**config.mk**
```make
export PLATFORM = sky130hd
export DESIGN_NAME = fp_norm_pipe
export DESIGN_NICKNAME = d
export VERILOG_FILES = /design/src/rtl/fp_norm_pkg.sv /design/src/rtl/lopd_28bit.sv /design/src/rtl/fp_norm_pipe.sv
export SDC_FILE = /design/constraint.sdc
export NUM_CORES = 1
export LEC_CHECK = 0
export BUFFER_PORTS_ARGS = -buffer_cell sky130_fd_sc_hd__buf_2
export CAP_MARGIN = 0
export CORE_UTILIZATION = 54
export CTS_CLUSTER_DIAMETER = 200
export DETAILED_ROUTE_END_ITERATION = 8
export PLACE_DENSITY = 0.82
export SLEW_MARGIN = 30
export SYNTH_ARGS = -nofsm -noshare
export SYNTH_HDL_FRONTEND = slang
export SYNTH_HIERARCHICAL = 1
export SYNTH_SLANG_ARGS = --single-unit
```
**constraint.sdc**
```tcl
create_clock -name i_clk -period 3.7 [get_ports i_clk]
set_clock_uncertainty 0.05 [all_clocks]
set_input_delay 0.555 -clock i_clk [delete_from_list [all_inputs] [get_ports i_clk]]
set_output_delay 0.555 -clock i_clk [all_outputs]
set_load 0.005 [all_outputs]
```
**src/rtl/fp_norm_pkg.sv**
```systemverilog
// Shared widths, bit indices and the stage-1 register layout for the
// FP32 post-add normalizer.
package fp_norm_pkg;
  localparam int MANT_W = 28;
  localparam int EXP_W  = 8;
  localparam int POS_W  = 5;

  localparam logic [POS_W-1:0] HIDDEN_IDX = 5'd26;
  localparam logic [POS_W-1:0] CARRY_IDX  = 5'd27;
  localparam logic [EXP_W-1:0] EXP_MAX    = '1;

  typedef struct packed {
    logic [MANT_W-1:0] mant;
    logic [EXP_W-1:0]  exp;
    logic [POS_W-1:0]  pos;
    logic              zero;
  } norm_s1_t;
endpackage

```
**src/rtl/lopd_28bit.sv**
```systemverilog
// Combinational leading-one position detector: seven 4-bit leaves feeding a
// priority combiner where the highest non-empty leaf wins.
module lopd_28bit
  import fp_norm_pkg::*;
(
  input  logic [MANT_W-1:0] mant,
  output logic [POS_W-1:0]  pos,
  output logic              zero
);
  logic [6:0]      leaf_hit;
  logic [6:0][1:0] leaf_pos;

  // Returns {hit, position of the highest set bit within the nibble}.
  function automatic logic [2:0] lopd_4bit(input logic [3:0] d);
    casez (d)
      4'b1???: lopd_4bit = 3'b111;
      4'b01??: lopd_4bit = 3'b110;
      4'b001?: lopd_4bit = 3'b101;
      4'b0001: lopd_4bit = 3'b100;
      default: lopd_4bit = 3'b000;
    endcase
  endfunction

  for (genvar g = 0; g < 7; g++) begin : g_leaf
    assign {leaf_hit[g], leaf_pos[g]} = lopd_4bit(mant[4*g+3 -: 4]);
  end

  always_comb begin
    pos = '0;
    for (int i = 0; i < 7; i++) begin
      if (leaf_hit[i]) pos = {3'(i), leaf_pos[i]};
    end
  end

  assign zero = ~|leaf_hit;
endmodule

```
**src/rtl/fp_norm_pipe.sv**
```systemverilog
// Two-stage post-add normalizer: stage 1 finds the leading one, stage 2
// shifts the mantissa, adjusts the exponent and raises zero/denorm/overflow.
module fp_norm_pipe
  import fp_norm_pkg::*;
(
  input  logic              i_clk,
  input  logic              i_rst,
  input  logic              i_valid,
  output logic              o_ready,
  input  logic [MANT_W-1:0] i_mant,
  input  logic [EXP_W-1:0]  i_exp,
  output logic              o_valid,
  input  logic              i_ready,
  output logic [MANT_W-1:0] o_mant,
  output logic [EXP_W-1:0]  o_exp,
  output logic              o_zero_flag,
  output logic              o_denorm,
  output logic              o_overflow
);
  localparam int XW = EXP_W + 1;

  norm_s1_t          s1_q;
  logic              s1_valid, s2_valid, s2_ready, in_fire, s1_adv;
  logic [POS_W-1:0]  lo_pos;
  logic              lo_zero;

  lopd_28bit u_lopd (
    .mant (i_mant),
    .pos  (lo_pos),
    .zero (lo_zero)
  );

  // Handshake: a stage takes new data when it is empty or its content leaves
  // this cycle; input transfers on i_valid & o_ready, output on o_valid & i_ready.
  assign s2_ready = ~s2_valid | i_ready;
  assign o_ready  = ~s1_valid | s2_ready;
  assign in_fire  = i_valid & o_ready;
  assign s1_adv   = s1_valid & s2_ready;
  assign o_valid  = s2_valid;

  always_ff @(posedge i_clk) begin
    if (i_rst) begin
      s1_valid <= 1'b0;
      s1_q     <= '0;
    end else if (in_fire) begin
      s1_valid <= 1'b1;
      s1_q     <= '{mant: i_mant, exp: i_exp, pos: lo_pos, zero: lo_zero};
    end else if (s1_adv) begin
      s1_valid <= 1'b0;
    end
  end

  logic [XW-1:0]     exp_w, exp_inc, lz_w, shift_w;
  logic [POS_W-1:0]  lz, shift;
  logic [MANT_W-1:0] n_mant;
  logic [EXP_W-1:0]  n_exp;
  logic              n_zero, n_denorm, n_overflow;

  always_comb begin
    exp_w      = {1'b0, s1_q.exp};
    exp_inc    = exp_w + 1'b1;
    lz         = HIDDEN_IDX - s1_q.pos;
    lz_w       = XW'(lz);
    shift_w    = (exp_w == '0) ? '0 : exp_w - 1'b1;
    shift      = POS_W'(shift_w);
    n_mant     = s1_q.mant;
    n_exp      = s1_q.exp;
    n_zero     = 1'b0;
    n_denorm   = 1'b0;
    n_overflow = 1'b0;
    if (s1_q.zero) begin
      n_mant = '0;
      n_exp  = '0;
      n_zero = 1'b1;
    end else if (s1_q.pos == CARRY_IDX) begin
      // Keep the bit shifted out as sticky so rounding still sees it.
      n_mant = {1'b0, s1_q.mant[MANT_W-1:1]} | {{(MANT_W-1){1'b0}}, s1_q.mant[0]};
      n_exp  = EXP_W'(exp_inc);
      if (exp_inc == {1'b0, EXP_MAX}) begin
        n_overflow = 1'b1;
        n_mant     = '0;
        n_exp      = EXP_MAX;
      end
    end else if (s1_q.pos == HIDDEN_IDX) begin
      n_mant = s1_q.mant;
    end else if (exp_w > lz_w) begin
      n_mant = s1_q.mant << lz;
      n_exp  = EXP_W'(exp_w - lz_w);
    end else begin
      // Exponent cannot absorb the full shift: shift only to the subnormal floor.
      n_mant   = s1_q.mant << shift;
      n_exp    = '0;
      n_denorm = 1'b1;
    end
  end

  always_ff @(posedge i_clk) begin
    if (i_rst) begin
      s2_valid    <= 1'b0;
      o_mant      <= '0;
      o_exp       <= '0;
      o_zero_flag <= 1'b0;
      o_denorm    <= 1'b0;
      o_overflow  <= 1'b0;
    end else if (s2_ready) begin
      s2_valid <= s1_valid;
      if (s1_valid) begin
        o_mant      <= n_mant;
        o_exp       <= n_exp;
        o_zero_flag <= n_zero;
        o_denorm    <= n_denorm;
        o_overflow  <= n_overflow;
      end
    end
  end
endmodule

```
==> metrics.md <==
| Metric | Value |
|---|---|
| Status | `complete, no violations` |
| Diodes inserted | `0` |
| Clock Sinks | `83` |
| P_leak | `3.22 nW` |
| Hold Path Class | `in2reg` |
| Crit Path Max Fanout | `13` |
| Antenna violations before repair | `0` |
| Min Tclk post-route | `3640 ps` |
| CTS root buf | `clkbuf_16` |
| Xor/xnor share of the synthesized area | `2.34%` |
| Dpl cells | `1,151` |
| Peak supply drop | `approximately 0.36 mV` |
| Routed wire per std cell | `23.8 um` |
| CTS Hold Buffers Added | `0` |
| Synth unique cells | `approximately 90` |
| Number of max-cap violations | `0` |
| Effective utilization at floorplan | `55.7%` |
| Via Count | `8,208` |
| RePlAce Congestion | `1.05` |
| Mean Syn Cell Area | `7.62 um^2` |
| Sequential share of the synthesized area | `~25%` |
| Core area | `12,100 um^2` |
| Die Y | `114 um` |
| DR pass1 iterations | `6` |
| Syn_nets | `about 940` |
| PnR worst setup slack | `between 50 and 60 ps` |
| Vias per cell | `6.98` |
| Commonest non-fill, non-tap cell in the layout | `nand2_1` |
| TritonCTS buffer count | `9` |
| Design Area, Final | `8270 um^2` |
| Main combinational cell family by area after synthesis | `compound AO/OA/AOI/OAI gates` |
| CP Buf/Inv Count | `3` |
| Mux cell area share after synthesis | `5.18%` |
| Fin util | `a little under 70%` |
| Setup crit start kind | `flop` |
| Final Cycle Share | `98.5%` |
| First-pass GRT wire length | `41,500 um` |
| Final wirelength | `28,000 um` |
| Ports | `81` |
| Final Hold Viols | `0` |
| Post-synth EDFFs | `0` |
| Cells after synthesis | `885` |
| Cell area after synthesis | `6740 um^2` |
| Worst-Skew Late Latency | `360 ps` |
| Adder-Cell Fraction of Synth Area | `2.75%` |
| Setup TNS | `0 ps` |
| Synth Area in Simple Gates | `23.7%` |
| Reg clk slew, reported paths | `80 ps` |
| Max-slew violations | `0` |
| Clock Tree Buf Depth | `2` |
| Fin cells | `1,176` |
| Port Buffer Count | `80` |
| Pwr Density | `447 nW/um^2` |
| Initial drt markers | `1,323` |
| Placed Area | `7760 um^2` |
| Most frequent cells in the layout | `nand2_1, buf_4, dfxtp_1` |
| Layout cells sized above 1 | `27.4%` |
| Synth warnings | `6` |
| Tot GR Track Use | `42.6%` |
| Final HPWL DP | `20,200 um` |
| Vias in the first global route | `~7,300` |
| Kind of critical path | `reg2reg` |
| Slew HR | `58.0%` |
| Post-synth ARST share | `0%` |
| DIE WIDTH | `114 um` |
| H-tree depth | `3` |
| Worst-Margin Slew | `about 630 ps` |
| Final ANT Viol Nets | `0` |
| Total gr overflow | `0` |
| Largest net degree at the start of global routing | `55` |
| DRC | `0` |
| CP most frequent cell | `buf_4` |
| Critical Path, Cell by Cell | `ha_1, xnor2_2, ha_4, nor2b_2, o21a_1, maj3_2, buf_4, a21oi_2, nand2_2, buf_4, buf_4, mux2_2, o221a_1, a311oi_1` |
| TritonCTS clock tree | `built` |
| Synth Area in Compound Gates | `35.2%` |
| Row count | `40` |
| Synth Flop Type | `dfxtp_1` |
| Critical Path AT | `3850 ps` |
| Worst endpoint required time | `roughly 3900 ps` |
| CP peak stage delay | `410 ps` |
| CP top delay family | `adder cells` |
| # setup viols final | `0` |
| CP max-delay cell | `maj3_2` |
| Place WS | `-73.2 ps` |
| Synth-to-layout area growth | `22.7%` |
| Die Area | `~13,000 um^2` |
| NumNets Final | `roughly 1,100` |
| FF+latch count, synth | `83` |
| Max Freq | `274 MHz` |
| CP endpoint kind | `flop` |
-- power breakdown --
part / switching (W) / total, W / internal, W
registers: 0.0000943 / 0.00104 / 0.000947
clock network: 0.000410 / 0.000942 / 0.000532
logic: 0.00101 / 0.00171 / 0.000705
-- kinds of logic (layout without fill, tap and decap cells) --
family | after synthesis | in the layout
adders and majority gates | 15 | 15
AOI/OAI and AO/OA | 324 | 324
muxes | 32 | 32
DFF | 83 | 83
buffers and inverters | 86 | 208
and+or+nand+nor | 330 | 331
xor gates and xnor gates | 15 | 15
-- area by class of cell --
class,instances,area (um^2)
clock inverters,6,73.8
multi-input cells,717,4810
clock buffers,10,229
repair buffers,182,1250
well taps,168,210
fillers,1054,3840
inverters,10,37.5
flip-flops and latches,83,1660
-- worst min-delay path: cells and delay by family --
family,cells,cell delay (ps)
buf+inv,1,90
simple gates,1,50
compound gates,1,50
-- metrics by stage --
| stage | hold slack, ps | total power (W) |
|---|---|---|
| 3_5_place_dp | 402 | 0.00260 |
| 5_1_grt | 401 | 0.00382 |
| 2_1_floorplan | 398 | 0.00199 |
| 4_1_cts | 392 | 0.00354 |
| 3_3_place_gp | 394 | 0.00260 |
| 6_report | 395 | 0.00370 |
-- path summary, 6_finish.rpt --
check	start	end	slack, ps	depth (start not counted)
max	s1_q[2]	o_mant[26]	60	14
min	i_exp[3]	exp_w[3]	390	3
max reg2reg	s1_q[2]	o_mant[26]	60	14
min reg2reg	o_exp[5]	o_exp[5]	410	2
-- cell usage after synthesis, types with 11 or more instances --
library cell  count  area (um^2)
o21ai_0          39          195
nand3_1          24          120
a221oi_1         31          272
mux2i_1          24          240
a22oi_1          13         97.6
a221o_1          14          140
and3_1           11         68.8
dfxtp_1          83         1660
nor3_1           29          145
a211oi_1         24          180
o211ai_1         12         90.1
a21oi_1          80          400
nand2_1         137          514
nor2_1           56          210
clkbuf_1         47          176
-- layer usage --
metal  share of wire [%]  global-route usage (%)  wire [um]
met1                  39                    59.6      11000
met2                  41                    61.2      11500
met3                  15                    10.8       4140
met4                 4.8                    19.5       1340
met5                   0                       0          0
-- sequential cells by signal, summed over array words and instances (netlist names) --
signal and flops:
exp_w 8, o_denorm 1, o_exp 8, o_mant 28, o_overflow 1, o_valid 1, o_zero_flag 1, s1_q 34
s1_valid 1
-- what timing repair did --
| action | in CTS | in global routing |
|---|---|---|
| setup buffers | 0 | 8 |
| gates resized for setup | 3 | 26 |
| cloned | 0 | 1 |
| setup endpoints to repair | 3 | 25 |
| pin swaps | 0 | 9 |
No activity file was read; power rests on OpenSTA's default activity.
